## src/rtl/exe_unit_seq.sv

```systemverilog
// Command sequencer for exe_unit_w1: FIFO-buffered host commands, one outstanding op, fixed-latency capture.
// Optional error-status counter built only when EXE_SEQ_ERRCNT_EN is defined.
module exe_unit_seq #(
  parameter int M     = 4,
  parameter int N     = 2,
  parameter int DEPTH = 4,
  parameter int LAT   = 1
) (
  input  logic         i_clk,
  input  logic         i_rst,
  input  logic         i_cmd_valid,
  output logic         o_cmd_ready,
  input  logic [N-1:0] i_cmd_oper,
  input  logic [M-1:0] i_cmd_argA,
  input  logic [M-1:0] i_cmd_argB,
  output logic [N-1:0] o_oper,
  output logic [M-1:0] o_argA,
  output logic [M-1:0] o_argB,
  output logic         o_issue,
  input  logic [M-1:0] i_result,
  input  logic [1:0]   i_status,
  output logic         o_rsp_valid,
  input  logic         i_rsp_ready,
  output logic [M-1:0] o_rsp_result,
  output logic [1:0]   o_rsp_status,
  output logic         o_busy,
  output logic [7:0]   o_err_cnt
);

  localparam int PW = $clog2(DEPTH);
  localparam int CW = PW + 1;
  localparam int LW = (LAT > 1) ? $clog2(LAT) : 1;
  localparam logic [LW-1:0] WAIT_INIT = LW'(LAT - 1);
  localparam logic [CW-1:0] FULL_CNT  = CW'(DEPTH);

  typedef enum logic [1:0] {S_IDLE, S_ISSUE, S_WAIT, S_HOLD} state_e;

  typedef struct packed {
    logic [N-1:0] oper;
    logic [M-1:0] arg_a;
    logic [M-1:0] arg_b;
  } cmd_t;

  state_e         state_q, state_d;
  cmd_t           mem_q [DEPTH];
  logic [PW-1:0]  wr_ptr_q, rd_ptr_q;
  logic [CW-1:0]  count_q, count_d;
  logic           cmd_ready_q;
  logic [LW-1:0]  wait_cnt_q;
  cmd_t           issued_q;
  logic [M-1:0]   rsp_result_q;
  logic [1:0]     rsp_status_q;
  logic           push, pop, capture;

  // Ready comes from a register, so a full FIFO refuses a push even when it pops that cycle.
  assign push    = i_cmd_valid && cmd_ready_q;
  assign pop     = (state_q == S_IDLE) && (count_q != '0);
  assign capture = (state_q == S_WAIT) && (wait_cnt_q == '0);

  always_comb begin
    count_d = count_q;
    if (push && !pop)      count_d = count_q + 1'b1;
    else if (!push && pop) count_d = count_q - 1'b1;
  end

  always_ff @(posedge i_clk) begin
    if (i_rst) begin
      wr_ptr_q    <= '0;
      rd_ptr_q    <= '0;
      count_q     <= '0;
      cmd_ready_q <= 1'b1;
    end else begin
      if (push) wr_ptr_q <= wr_ptr_q + 1'b1;
      if (pop)  rd_ptr_q <= rd_ptr_q + 1'b1;
      count_q     <= count_d;
      cmd_ready_q <= (count_d != FULL_CNT);
    end
  end

  // NOTE: storage array is not reset; pointers and count alone define which entries are live.
  always_ff @(posedge i_clk) begin
    if (push) mem_q[wr_ptr_q] <= '{oper: i_cmd_oper, arg_a: i_cmd_argA, arg_b: i_cmd_argB};
  end

  always_ff @(posedge i_clk) begin
    if (i_rst) state_q <= S_IDLE;
    else       state_q <= state_d;
  end

  always_comb begin
    state_d = state_q;
    unique case (state_q)
      S_IDLE:  if (count_q != '0) state_d = S_ISSUE;
      S_ISSUE: state_d = S_WAIT;
      S_WAIT:  if (wait_cnt_q == '0) state_d = S_HOLD;
      S_HOLD:  if (i_rsp_ready) state_d = S_IDLE;
      default: state_d = S_IDLE;
    endcase
  end

  always_comb begin
    o_issue     = 1'b0;
    o_rsp_valid = 1'b0;
    unique case (state_q)
      S_ISSUE: o_issue     = 1'b1;
      S_HOLD:  o_rsp_valid = 1'b1;
      default: ;
    endcase
    o_busy = (state_q != S_IDLE) || (count_q != '0);
  end

  // Operands load at the ISSUE-entry edge and then hold until the next issue.
  always_ff @(posedge i_clk) begin
    if (i_rst) begin
      issued_q     <= '0;
      wait_cnt_q   <= '0;
      rsp_result_q <= '0;
      rsp_status_q <= '0;
    end else begin
      if (pop) issued_q <= mem_q[rd_ptr_q];
      if (state_q == S_ISSUE)
        wait_cnt_q <= WAIT_INIT;
      else if (state_q == S_WAIT && wait_cnt_q != '0)
        wait_cnt_q <= wait_cnt_q - 1'b1;
      if (capture) begin
        rsp_result_q <= i_result;
        rsp_status_q <= i_status;
      end
    end
  end

  assign o_cmd_ready  = cmd_ready_q;
  assign o_oper       = issued_q.oper;
  assign o_argA       = issued_q.arg_a;
  assign o_argB       = issued_q.arg_b;
  assign o_rsp_result = rsp_result_q;
  assign o_rsp_status = rsp_status_q;

`ifdef EXE_SEQ_ERRCNT_EN
  logic [7:0] err_cnt_q;

  always_ff @(posedge i_clk) begin
    if (i_rst)
      err_cnt_q <= '0;
    else if (capture && i_status != 2'b00 && err_cnt_q != 8'hFF)
      err_cnt_q <= err_cnt_q + 1'b1;
  end

  assign o_err_cnt = err_cnt_q;
`else
  assign o_err_cnt = '0;
`endif

endmodule

```

## config.mk

```make
export PLATFORM = sky130hd
export DESIGN_NAME = exe_unit_seq
export DESIGN_NICKNAME = d
export VERILOG_FILES = /design/src/rtl/exe_unit_seq.sv
export SDC_FILE = /design/constraint.sdc
export NUM_CORES = 1
export LEC_CHECK = 0
export BUFFER_PORTS_ARGS = -buffer_cell sky130_fd_sc_hd__buf_2
export CORE_MARGIN = 2
export CORE_UTILIZATION = 30
export DETAILED_ROUTE_END_ITERATION = 8
export SYNTH_ARGS = -nofsm -noshare
export SYNTH_HDL_FRONTEND = slang
export SYNTH_SLANG_ARGS = --single-unit
export TNS_END_PERCENT = 1
```

## constraint.sdc

```tcl
create_clock -name i_clk -period 2.96 [get_ports i_clk]
set_input_delay 0.444 -clock i_clk [delete_from_list [all_inputs] [get_ports i_clk]]
set_output_delay 0.444 -clock i_clk [all_outputs]
set_load 0.01 [all_outputs]
```

After elaboration in Yosys (flattened, before gate mapping)

Memory sizes are Yosys's and may differ from the RTL's. A register that Yosys moved wholly into a read port is not among the register bits.
Cells that the tools add are included.

Register bits: 17
RAM bits: 40
Input port bits: 20
Output and inout bits: 28
Word-level logic and storage cells: 46
Memories: 1

Memories:

| memory | words | width | rd ports | clocked after Yosys merged registers in | write ports | line | source |
|---|---|---|---|---|---|---|---|
| mem_q  | 4     | 10    | 1        | 1                                       | 1           | 45   | `cmd_t mem_q [DEPTH];` |

Add/sub/neg operators: 5
Equality and inequality tests: 7
Muxes and demuxes: 10
Bitwise operators: 1
Reductions and logical operators: 14

Operators by type and width:

| cell                  | number |
|---|---|
| $pmux W2 S4           | 1 |
| $logic_and A1 B1 Y1   | 6 |
| $mux W2               | 3 |
| $mux W3               | 2 |
| $add A2 B1 Y2 const B | 2 |
| $eq A2 B2 Y1 const B  | 2 |
| $mux W1               | 4 |
| $ne A2 B2 Y1 const B  | 2 |
| $add A3 B1 Y3 const B | 1 |
| $ne A3 B3 Y1 const B  | 1 |
| $reduce_and A3 Y1     | 1 |
| $reduce_bool A3 Y1    | 1 |
| $sub A3 B1 Y3 const B | 1 |
| $eq A2 B1 Y1 const B  | 1 |
| $logic_not A1 Y1      | 2 |
| $logic_not A2 Y1      | 1 |
| $ne A2 B1 Y1 const B  | 1 |
| $reduce_bool A2 Y1    | 1 |
| $reduce_or A2 Y1      | 1 |
| $logic_or A1 B1 Y1    | 1 |
| $not A1 Y1            | 1 |
| $sub A1 B1 Y1 const B | 1 |

Depth between registers and ports, before layout

Depth in word-level cells: 6
Mapped depth: 8
Mapped depth without buffers: 6

Least setup slack after synthesis

OpenSTA, ideal clock, no wires.

Path type: reg2reg
Start point: register count_q[0]
End point: register count_q[2]
Setup time: 120 ps
Data arrival time: 1371 ps
Required time: 2840 ps
Slack: 1469 ps
Stages on the path, launching flop included: 7
Buffers on the path: 0
Cells stage by stage: dfxtp_1 > inv_1 > ha_1 > and2b_4 > o211ai_1 > a211oi_1 > or2_1

Word-level cells in the longest chain between the ends: 5

Ends and longest elaborated chain:

| what                                                                  | line | source |
|---|---|---|
| start: declaration                                                    | 47   | `logic [CW-1:0] count_q, count_d;` |
| start signal: assignment                                              | 75   | `count_q <= count_d;` |
| parallel branches: the longest is 4 deep, another holds $sub A3 B1 Y3 | -    |  |
| $mux W3 (*)                                                           | 62   | `if (push && !pop) count_d = count_q + 1'b1;` |

Mark *: on every way between the ends.
A chain may end at the register's enable or synchronous reset.

Worst setup path in the final report

Start point: register count_q[0]
End point: output o_busy

Word-level cells in the longest chain between the ends: 2

Ends and longest elaborated chain:

| what               | line | source |
|---|---|---|
| $reduce_bool A3 Y1 | 109  | `o_busy = (state_q != S_IDLE) \|\| (count_q != '0);` |
| $logic_or A1 B1 Y1 | 109  |  |
| end: declaration   | 26   | `output logic o_busy,` |

Every way passes these cells.

==> summary.md <==
| Metric | Value |
|---|---|
| Number of unique standard cell types used by synthesis | `41` |
| Worst EP required | `2.52 ns` |
| Cell type of the slowest stage on the worst timing path | `dfxtp_1` |
| Path class of the lowest-slack min-delay path | `primary input to flop` |
| Max_slew headroom | `51.33%` |
| # DRC | `0` |
| Launching element of the worst setup path | `count_q[0]` |
| Share of synthesized registers carrying an async set or reset | `0%` |
| Slew Viols, Final | `0` |
| Power Density | `879.3 nW/µm²` |
| Global-route wire length before repair | `8.093 mm` |
| Post-synthesis register bit count | `67` |
| Via count of the first global-routing pass | `1653` |
| Largest net degree at the start of global routing | `27` |
| Top FF cell, synth | `edfxtp_1` |
| Cell-by-cell listing of the critical path | `inv_1, ha_1, and2b_4, nand2_1, buf_2` |
| Worst IR drop on VDD | `217.2 µV` |
| Number of warnings issued by yosys | `0` |
| Max FO, Critical Path | `6` |
| I/O pins | `48` |
| Worst hold start | `i_cmd_argB[1]` |
| Hold Violations, Final | `0` |
| Overall Global Routing Usage | `10.57%` |
| RSZ-0062 raised after global routing | `false` |
| Maximum clock frequency | `507.2 MHz` |
| Crit path capture type | `output port` |
| Number of CTS-inserted buffers | `9` |
| Post-layout nets | `276` |
| Final worst path period share | `66.61%` |
| Row count | `35` |
| Worst-skew pair later-pin latency | `0.34 ns` |
| CTS H-tree lvls | `3` |
| Hold WS | `0.3111 ns` |
| Arrival time worst endpoint | `1.53 ns` |
| Antenna viol nets, final | `0` |
| XOR/XNOR Fraction of Synth Area | `0.9342%` |
| Sequential area share after synthesis | `61.92%` |
| Max incr delay on CP | `0.42 ns` |
| Initial core utilization | `30.73%` |
| Initial antenna violation count | `0` |
| Number of sinks driven by the clock tree | `67` |
| Worst R2R Start | `count_q[0]` |
| Global route total overflow | `0` |
| Violation count after the first detailed-route iteration | `73` |
| Layout cells sized above 1 | `28.80%` |
| Share of synthesized area spent on multiplexers | `10.77%` |
| Horizontal die dimension | `100.8 µm` |
| Routability Congestion | `0.7026` |
| Syn Area/Cell | `13.79 µm²` |
| Fraction of the mapped netlist area in simple logic gates | `10.63%` |
| P&R area growth vs syn | `14.72%` |
| Via Count | `1660` |
| Area of the core | `9153 µm²` |
| Routed WL per cell | `13.73 µm` |
| Compound-gate portion of the synthesized area | `5.027%` |
| Sum of negative setup slack | `0 ns` |
| Crit path kind | `flop to output port` |
| Type of element launching the critical path | `flop` |
| Hold-fix buffer count after cts | `0` |
| Root buf cell | `clkbuf_8` |
| Count of endpoints failing setup in the final report | `0` |
| Reg clk slew, reported paths | `0.07 ns` |
| Final min period | `1.972 ns` |
| Least-Margin Pin Slew | `0.7291 ns` |
| Number of setup buffers added after CTS | `0` |
| Number of input and output port buffers inserted | `39` |
| Maximum buffer depth of the clock tree | `2` |
| Combinational family with the most area after synthesis | `multiplexers` |
| Fillcell total | `883` |
| Number of antenna repair diodes | `0` |
| Average vias per placed instance | `4.598` |
| DP Wirelength | `3.507 mm` |
| Adder and majority cell fraction of the synthesized area | `4.893%` |
| Overall die area | `10170 µm²` |
| Max cap viols | `0` |
| Die Height | `100.8 µm` |
| CTS tree | `built` |
| Clock skew after layout | `0.009496 ns` |
| Number of enable flip-flop cells after synthesis | `40` |
| Post-synthesis instance area | `2813 µm²` |
| Length of the first detailed-routing pass in iterations | `4` |
| Instance count of the mapped netlist | `204` |
| Number of resized instances in the post-cts repair step | `0` |
| Standby leakage power | `0.001227 µW` |
| Result of the run | `complete, no violations` |
| Drt total wl | `4.958 mm` |
[report_power, final]
| part | internal (µW) | total [µW] | leakage, µW | switching (µW) |
|---|---|---|---|---|
| sequential | 1160 | 1290 | 0.000588 | 123 |
| combinational | 385 | 883 | 0.000553 | 498 |
| clock | 307 | 669 | 0.0000860 | 362 |
| total | 1850 | 2840 | 0.00123 | 983 |
[layout by cell type (no fill, tap or decap), types with 2 or more instances in the layout]
cell type / Yosys / routed
edfxtp_1: 40 / 40
buf_2: 2 / 39
nand2_1: 27 / 27
dfxtp_1: 27 / 27
a21oi_1: 13 / 13
ha_1: 11 / 11
nor2_1: 10 / 10
clkbuf_8: 1 / 9
inv_1: 8 / 8
mux4_2: 8 / 8
conb_1: 1 / 8
mux2i_1: 7 / 7
and3_1: 5 / 5
inv_6: 1 / 3
nor2_2: 2 / 2
xnor2_1: 2 / 2
nand3_1: 2 / 2
nor3_1: 2 / 2
mux4_1: 2 / 2
nor4_1: 2 / 2
clkinv_2: 0 / 2
clkinvlp_4: 0 / 2
[critical path, delay by kind of cell, from the launching register on]
kind	cells	cell delay [ns]
buffers and inverters	2	0.25
and+or+nand+nor	2	0.27
DFF	1	0.42
adders and majority gates	1	0.25
[kinds of logic (layout without fill, tap and decap cells)]
kind of cell    Yosys count  after routing
other cells               1              8
simple gates             59             59
buf+inv                  25             64
fa+ha+maj                11             11
xor+xnor                  3              3
flops                    67             67
compound gates           21             21
mux                      17             17
[worst paths after layout]
| check | slack (ns) | end | depth (start not counted) |
|---|---|---|---|
| worst max-delay path | 0.99 | o_busy | 5 |
| worst min-delay path | 0.31 | mem_q[0][1] | 1 |
| worst max register to register | 1.07 | count_q[1] | 6 |
| worst min register to register | 0.45 | o_oper[0] | 2 |
[layout make-up]
type                    instances  area [µm²]  area share [%]
flip-flops and latches         67        1742           53.97
clock buffers                   9       123.9           3.839
well taps                     111       138.9           4.304
clock inverters                 7       51.30           1.590
multi-input cells             119       937.1           29.04
repair buffers                 39       195.2           6.049
inverters                       9       38.79           1.202
[layer usage]
layer  global-route usage, %  vias up  part of all wire, %
li1                        -      806                    -
met2                   15.44       42                   46
met3                   4.092        6                  4.8
met1                   13.85      806                   48
met4                   4.847        0                  1.4
met5                       0        -                    0
[stage by stage]
stage               utilization (%)  std cells  power [µW]  worst slack, ns  area, µm²
finish                        35.26        361        2837           0.9884       3227
floorplan                         -        211        1983            1.469       2839
detailed placement            33.34        345        2204            1.072       3052
CTS                           35.26        361        2876           0.9635       3227
global route                  35.26        361        3026           0.8847       3227
global placement              33.34        345        2187            1.138       3052
[flip-flops by register name, indices dropped and copies added (netlist names), 2 cells and up]
name / cells
wr_ptr_q: 2
count_q: 3
o_argB: 4
o_oper: 2
rd_ptr_q: 2
mem_q: 40
o_rsp_result: 4
o_argA: 4
state_q: 2
o_rsp_status: 2
[synthesized netlist by cell type, types with 5 or more instances]
library cell	instances	share of area (%)
edfxtp_1	40	43
buf_4	9	2.4
dfxtp_1	27	19
inv_1	8	1.1
and3_1	5	1.1
a21oi_1	13	2.3
mux4_2	8	6.4
nor2_1	10	1.3
mux2i_1	7	2.5
nand2_1	27	3.6
ha_1	11	4.9
(Power assumes the default switching activity.)
